===== config.mk =====
export PLATFORM = sky130hd
export DESIGN_NAME = lpc_io_target
export DESIGN_NICKNAME = d
export VERILOG_FILES = /design/src/rtl/lpc_pkg.sv /design/src/rtl/lpc_io_target.sv
export SDC_FILE = /design/constraint.sdc
export NUM_CORES = 1
export LEC_CHECK = 0
export BUFFER_PORTS_ARGS = -buffer_cell sky130_fd_sc_hd__buf_2
export CAP_MARGIN = 20
export CORE_UTILIZATION = 48
export DETAILED_ROUTE_END_ITERATION = 16
export GPL_TIMING_DRIVEN = 0
export PLACE_DENSITY = 0.73
export SLEW_MARGIN = 20
export SYNTH_ARGS = -nofsm -noshare
export SYNTH_HDL_FRONTEND = slang
export SYNTH_SLANG_ARGS = --single-unit

===== constraint.sdc =====
create_clock -name LpcClock -period 1.6 [get_ports LpcClock]
set_clock_uncertainty 0.2 [all_clocks]
set_input_delay 0.32 -clock LpcClock [delete_from_list [all_inputs] [get_ports LpcClock]]
set_output_delay 0.32 -clock LpcClock [all_outputs]
set_load 0.02 [all_outputs]

===== src/rtl/lpc_pkg.sv =====
// Shared types and LPC protocol constants for the LPC I/O target.
package lpc_pkg;

  // The cycle-type nibble is decoded on the START -> ADDR transition, so there is no separate CYC state.
  typedef enum logic [2:0] {
    ST_IDLE,
    ST_START,
    ST_ADDR,
    ST_WDATA,
    ST_HTAR,
    ST_SYNC,
    ST_RDATA,
    ST_TTAR
  } lpc_state_t;

  localparam logic [3:0] LPC_START      = 4'h0;
  localparam logic [3:0] LPC_SYNC_READY = 4'h0;
  localparam logic [3:0] LPC_TAR        = 4'hF;

  localparam logic [2:0] CYC_IO_RD = 3'b000;
  localparam logic [2:0] CYC_IO_WR = 3'b001;

endpackage


===== src/rtl/lpc_io_target.sv =====
// LPC I/O target: decodes host I/O read/write cycles on LFrame_n/LAD and maps them
// onto byte accesses to a NUM_REGS-byte register window at BASE_ADDR.
module lpc_io_target
  import lpc_pkg::*;
#(
  parameter logic [15:0] BASE_ADDR = 16'h0800,
  parameter int unsigned NUM_REGS  = 32
) (
  input  logic       LpcClock,
  input  logic       PciReset,
  input  logic       LFrame_n,
  input  logic [3:0] LAD_in,
  output logic [3:0] LAD_out,
  output logic       LAD_oe,
  output logic [7:0] Addr,
  output logic       Wr,
  output logic [7:0] DataWr,
  input  logic [7:0] RdData,
  output logic       Rd
);

  localparam logic [7:0]  IDX_MASK = 8'(NUM_REGS - 1);
  localparam logic [15:0] HI_MASK  = ~16'(NUM_REGS - 1);

  lpc_state_t  state, state_next;
  logic [1:0]  cnt, cnt_next;
  logic        is_write, is_write_next;
  logic [11:0] addr_sh;
  logic [7:0]  rd_q;
  logic [15:0] addr_full;
  logic        addr_hit;

  // Address as it stands once the current nibble is shifted in; only meaningful on the 4th ADDR cycle.
  assign addr_full = {addr_sh, LAD_in};
  assign addr_hit  = ((addr_full ^ BASE_ADDR) & HI_MASK) == 16'h0000;

  always_ff @(posedge LpcClock) begin
    if (PciReset) begin
      state    <= ST_IDLE;
      cnt      <= 2'd0;
      is_write <= 1'b0;
    end else begin
      state    <= state_next;
      cnt      <= cnt_next;
      is_write <= is_write_next;
    end
  end

  // LFrame_n low overrides everything: a START code restarts framing, any other code abandons the cycle.
  always_comb begin
    state_next    = state;
    cnt_next      = cnt + 2'd1;
    is_write_next = is_write;
    if (!LFrame_n) begin
      state_next = (LAD_in == LPC_START) ? ST_START : ST_IDLE;
      cnt_next   = 2'd0;
    end else begin
      case (state)
        ST_IDLE: begin
          cnt_next = 2'd0;
        end
        ST_START: begin
          cnt_next = 2'd0;
          if (LAD_in[3:1] == CYC_IO_RD) begin
            state_next    = ST_ADDR;
            is_write_next = 1'b0;
          end else if (LAD_in[3:1] == CYC_IO_WR) begin
            state_next    = ST_ADDR;
            is_write_next = 1'b1;
          end else begin
            state_next = ST_IDLE;
          end
        end
        ST_ADDR: begin
          if (cnt == 2'd3) begin
            cnt_next = 2'd0;
            if (addr_hit) state_next = is_write ? ST_WDATA : ST_HTAR;
            else          state_next = ST_IDLE;
          end
        end
        ST_WDATA: begin
          if (cnt == 2'd1) begin
            cnt_next   = 2'd0;
            state_next = ST_HTAR;
          end
        end
        ST_HTAR: begin
          if (cnt == 2'd1) begin
            cnt_next   = 2'd0;
            state_next = ST_SYNC;
          end
        end
        ST_SYNC: begin
          cnt_next   = 2'd0;
          state_next = is_write ? ST_TTAR : ST_RDATA;
        end
        ST_RDATA: begin
          if (cnt == 2'd1) begin
            cnt_next   = 2'd0;
            state_next = ST_TTAR;
          end
        end
        ST_TTAR: begin
          if (cnt == 2'd1) begin
            cnt_next   = 2'd0;
            state_next = ST_IDLE;
          end
        end
        default: begin
          cnt_next   = 2'd0;
          state_next = ST_IDLE;
        end
      endcase
    end
  end

  // Datapath only advances on cycles the host is not asserting LFrame_n.
  always_ff @(posedge LpcClock) begin
    if (PciReset) begin
      addr_sh <= 12'h000;
      Addr    <= 8'h00;
      DataWr  <= 8'h00;
      rd_q    <= 8'h00;
    end else if (LFrame_n) begin
      case (state)
        ST_ADDR: begin
          addr_sh <= addr_full[11:0];
          if (cnt == 2'd3 && addr_hit) Addr <= addr_full[7:0] & IDX_MASK;
        end
        ST_WDATA: DataWr <= {LAD_in, DataWr[7:4]};
        ST_SYNC:  if (!is_write) rd_q <= RdData;
        default: ;
      endcase
    end
  end

  always_comb begin
    LAD_oe  = 1'b0;
    LAD_out = LPC_TAR;
    Wr      = 1'b0;
    Rd      = 1'b0;
    case (state)
      ST_SYNC: begin
        LAD_oe  = 1'b1;
        LAD_out = LPC_SYNC_READY;
        Wr      = is_write;
        Rd      = !is_write;
      end
      ST_RDATA: begin
        LAD_oe  = 1'b1;
        LAD_out = cnt[0] ? rd_q[7:4] : rd_q[3:0];
      end
      ST_TTAR: begin
        LAD_oe  = (cnt == 2'd0);
        LAD_out = LPC_TAR;
      end
      default: ;
    endcase
  end

endmodule


==> results list <==
- The tightest min-delay check is of the input pin to flop type.
- Start-to-end type of the worst setup path: flop to primary output
* Overall Power: 1.72 mW
- Buffer and inverter count on the worst path: 2
- Hold Buf Count CTS: 0
- Registers are responsible for 56.7% of the overall power.
- Clock-pin slew was measured on the worst setup and hold paths at 80 ps.
- The worst register-to-register path ends at state[0]$_SDFFE_PP0P_.
- Std cell rows: 22
* CTS root buffer: clkbuf_8
- In this run the static leakage power is 0.967 nW.
- The startpoint identified for the worst register-to-register timing path is cnt[1]$_SDFF_PP0_.
- Summed over all instances, the cell type with the most area after synthesis is dfxtp_1.
- Measured along the x axis, the die boundary spans 63.7 µm.
- Of the total power, the share spent switching nets is 23.6%.
- Final worst-path setup slack: -258 ps
* Net count, final: 300
* Detailed-route via count: 1,738
- Core utilization of the finished layout: 67.3%
- On the critical path, the stage with the largest delay is an instance of dfxtp_4.
- Synthesized area per cell: 8.04 µm²
* Critical path required time: 1080 ps
- Dividing the detail-routed wire length by the instance count gives 13.7 µm.
- For the worst flop-to-flop path, the logic depth is 6.
* Leading register cell type out of synthesis: dfxtp_1
* Cells traversed along the worst timing path: buf_8 -> and2_4 -> a211oi_2 -> o21ai_1 -> buf_4
* Sequential cell area fraction in the yosys report: 42.8%
* Total clock sinks: 39
* Combinational power share: 7.3%
* Mean number of vias per cell: 5.30
- Async set-or-reset flop fraction in the synthesized netlist: 0%
- The floorplan step defined a die boundary enclosing 4050 µm².
- For this block, the initial DRC count from the detailed router was 121.
- Number of enable-type register cells in the synthesized netlist: 0
- For hold timing, the worst endpoint is rd_q[1]$_SDFFE_PP0P_.
* Clock share of power: 36.1%
- Broken down by cell family, the worst path's largest delay share belongs to flip-flops.
* Area growth, synth to finish: 34.9%
- Setup violations remaining at the end of the flow were counted as 14.
- Synth Warn #: 0
- For this run the aggregate overflow at the end of global routing stands at 0.
* Kind of start point of the critical path: flop
* Launch point of the worst hold path: RdData[1]
- Setup TNS: -2380 ps
- Of the post-synthesis cell area, the dominant cell type holds 42.8%.
- Violations in the final reports: setup timing
- The number of antenna diodes in the final layout is 0.
* Top cells by instance count after synthesis: nand2_1 (50), dfxtp_1 (39), a21oi_1 (29), nand3_1 (12), o21ai_0 (10)
- The count of nets left with antenna violations once routing finished came out at 0.
- Number of max-slew violations in the final report: 0
- Status: finished with violations
* Vias in the first global route: 1,505
- Effective utilization at floorplan: 49.9%
- In this run, synthesis produced a sequential element count of 39.
- Wire length of the first global-routing pass: 7120 µm
- Final cycle utilization of the critical path: 116%
- The analysis attributes to net switching a power of 0.405 mW.
* Cell types with the largest area share after synthesis: dfxtp_1 (43%), nand2_1 (10%), a21oi_1 (8.0%), mux2i_1 (3.3%), nand3_1 (3.3%)
- Summed over all layers, the routed wires come to 4480 µm.
* Number of failing hold endpoints at the final stage: 0
- Core area: 3660 µm²
* Worst IR Drop VDD: 592 µV
- Synthesis produced 227 cells.
* Dominant cell by count in the synthesized netlist: nand2_1
- Cell-internal power: 1.31 mW
* Hold path cells: 3
- In this run the worst path has a maximum fanout of 5.
* # H-tree levels: 2
- The initial antenna violation count came to 0.
* IO Port Bufs: 33
- The post-route netlist has 35.0% of its cells at a drive strength greater than 1.
* Detailed-routing iteration count for the pre-antenna-repair pass: 4
- Data on the critical path arrives at its endpoint at 1340 ps.
* Latest clock arrival within the worst-skew pair: 290 ps
* Area of the mapped netlist: 1830 µm²
- Slowest Stage Delay on Critical Path: 370 ps
- In the global route stage, overall resource usage came out at 22.6%.
- STA classifies the critical path endpoint as a primary output.
- Setup repair after global routing could not meet its margin everywhere.
- Max frequency: 538 MHz
* Chip Height: 63.7 µm
* Post-detailed-placement half-perimeter wirelength: 2850 µm
- Reg-to-reg setup timing slack: -200 ps
- After detailed routing, the number of remaining DRC violations is 0.
- Final period demand of the worst path: 1860 ps
- Max-cap violations in this run came to 0.
- The clock passes through at most 2 buffers.
* Worst-case headroom to the max-slew limit: 66.0%
- Maximum number of pins on one net before global-route repair: 12
- Power per standard cell area: 698 nW/µm²
- 38 I/O pins were placed.
* Final weighted congestion in routability-driven placement: 0.830
- Worst-Margin Slew: 509 ps
- Clock tree from TritonCTS: done
* Count of unique library cells instantiated by Yosys: 42
- Number of buffers added by the clock tree synthesis step: 5
-- what timing repair did --
action | in CTS | in global routing
gates cloned | 1 | 0
resized for setup | 42 | 24
pin swaps | 8 | 6
setup endpoints to repair | 25 | 39
setup buffers | 7 | 5
-- cells by family after synthesis --
logic type               count (synthesis)  synth area share, %
multiplexers                             6                 3.29
flip-flops                              39                 42.8
AND/OR/NAND/NOR                         96                 25.9
AO/OA/AOI/OAI                           56                 18.6
adder cells (fa/ha/maj)                  4                 2.74
buffers and inverters                   24                 6.03
other                                    1                0.205
XOR/XNOR                                 1                0.480
-- worst register-to-register path: stages (launching register included) --
cell and delay (ps):
dfxtp_1 370, inv_1 70, ha_1 240, a21bo_2 250, o21ba_2 240, a22oi_1 90, o32ai_2 250
-- cells in the final DEF, fill, tap and decap left out, drive strengths merged, types with 2 or more instances in the layout --
| cell | instances |
|---|---|
| or3 | 2 |
| and3 | 2 |
| buf | 56 |
| a211oi | 6 |
| nor2b | 4 |
| nand4 | 2 |
| nand3 | 12 |
| a22oi | 2 |
| and4bb | 2 |
| conb | 3 |
| ha | 4 |
| inv | 6 |
| mux2i | 6 |
| nand2b | 4 |
| o21ai | 10 |
| nor3 | 3 |
| nand2 | 50 |
| a21oi | 29 |
| nor2 | 9 |
| dfxtp | 39 |
| nor4b | 2 |
| clkbuf | 12 |
-- how the worst max path moves through the flow --
| stage | start | cells past startpoint | endpoint |
|---|---|---|---|
| floorplan | state[1]$_SDFFE_PP0P_ | 3 | LAD_out[1] |
| global placement | cnt[0]$_SDFF_PP0_ | 5 | Addr[2]$_SDFFE_PP0P_ |
| detailed placement | cnt[1]$_SDFF_PP0_ | 5 | Addr[4]$_SDFFE_PP0P_ |
| CTS | cnt[0]$_SDFF_PP0_ | 5 | LAD_out[3] |
| global route | cnt[1]$_SDFF_PP0_ | 6 | state[0]$_SDFFE_PP0P_ |
| finish | cnt[0]$_SDFF_PP0_ | 5 | LAD_out[3] |
-- power groups by stage --
stage | clock network, mW | logic [mW] | registers [mW]
after floorplan | 0 | 0.0581 | 0.997
after global placement | 0 | 0.0954 | 0.997
after detailed placement | 0 | 0.0965 | 0.997
after CTS | 0.627 | 0.117 | 0.974
after global routing | 0.667 | 0.135 | 0.973
final | 0.619 | 0.125 | 0.974
-- registers in the layout, summed over array words and instances (netlist names) --
signal    count
is_write      1
DataWr        8
state         3
addr_sh      12
Addr          5
cnt           2
rd_q          8
-- routing by layer --
metal,wire (µm),share of wire [%],track usage [%],vias to the layer above
li1,-,-,-,881
met1,2170,49,31.4,796
met2,2050,46,33.6,53
met3,185,4.1,4.71,8
met4,70,1.6,8.81,0
met5,0,0,0,-
-- per-stage QoR --
step | setup WS (ps) | cell area, µm² | hold WS, ps | cells
finish | -258 | 2460 | 74.6 | 328
global placement | -231 | 2070 | 242 | 310
CTS | -250 | 2370 | 72.6 | 323
detailed placement | -223 | 2070 | 248 | 310
global route | -286 | 2460 | 85.3 | 328
floorplan | -36.1 | 1840 | 232 | 229
-- final cells by class --
class | count | area [µm²]
plain buffers | 17 | 149
clock buffers | 5 | 68.8
clock inverters | 1 | 7.51
fillers | 328 | 1200
inverters | 6 | 25.0
multi-input cells | 166 | 1080
flip-flops and latches | 39 | 795
well taps | 48 | 60.1
repair buffers | 46 | 280
Power figures use the tool's default switching activity.
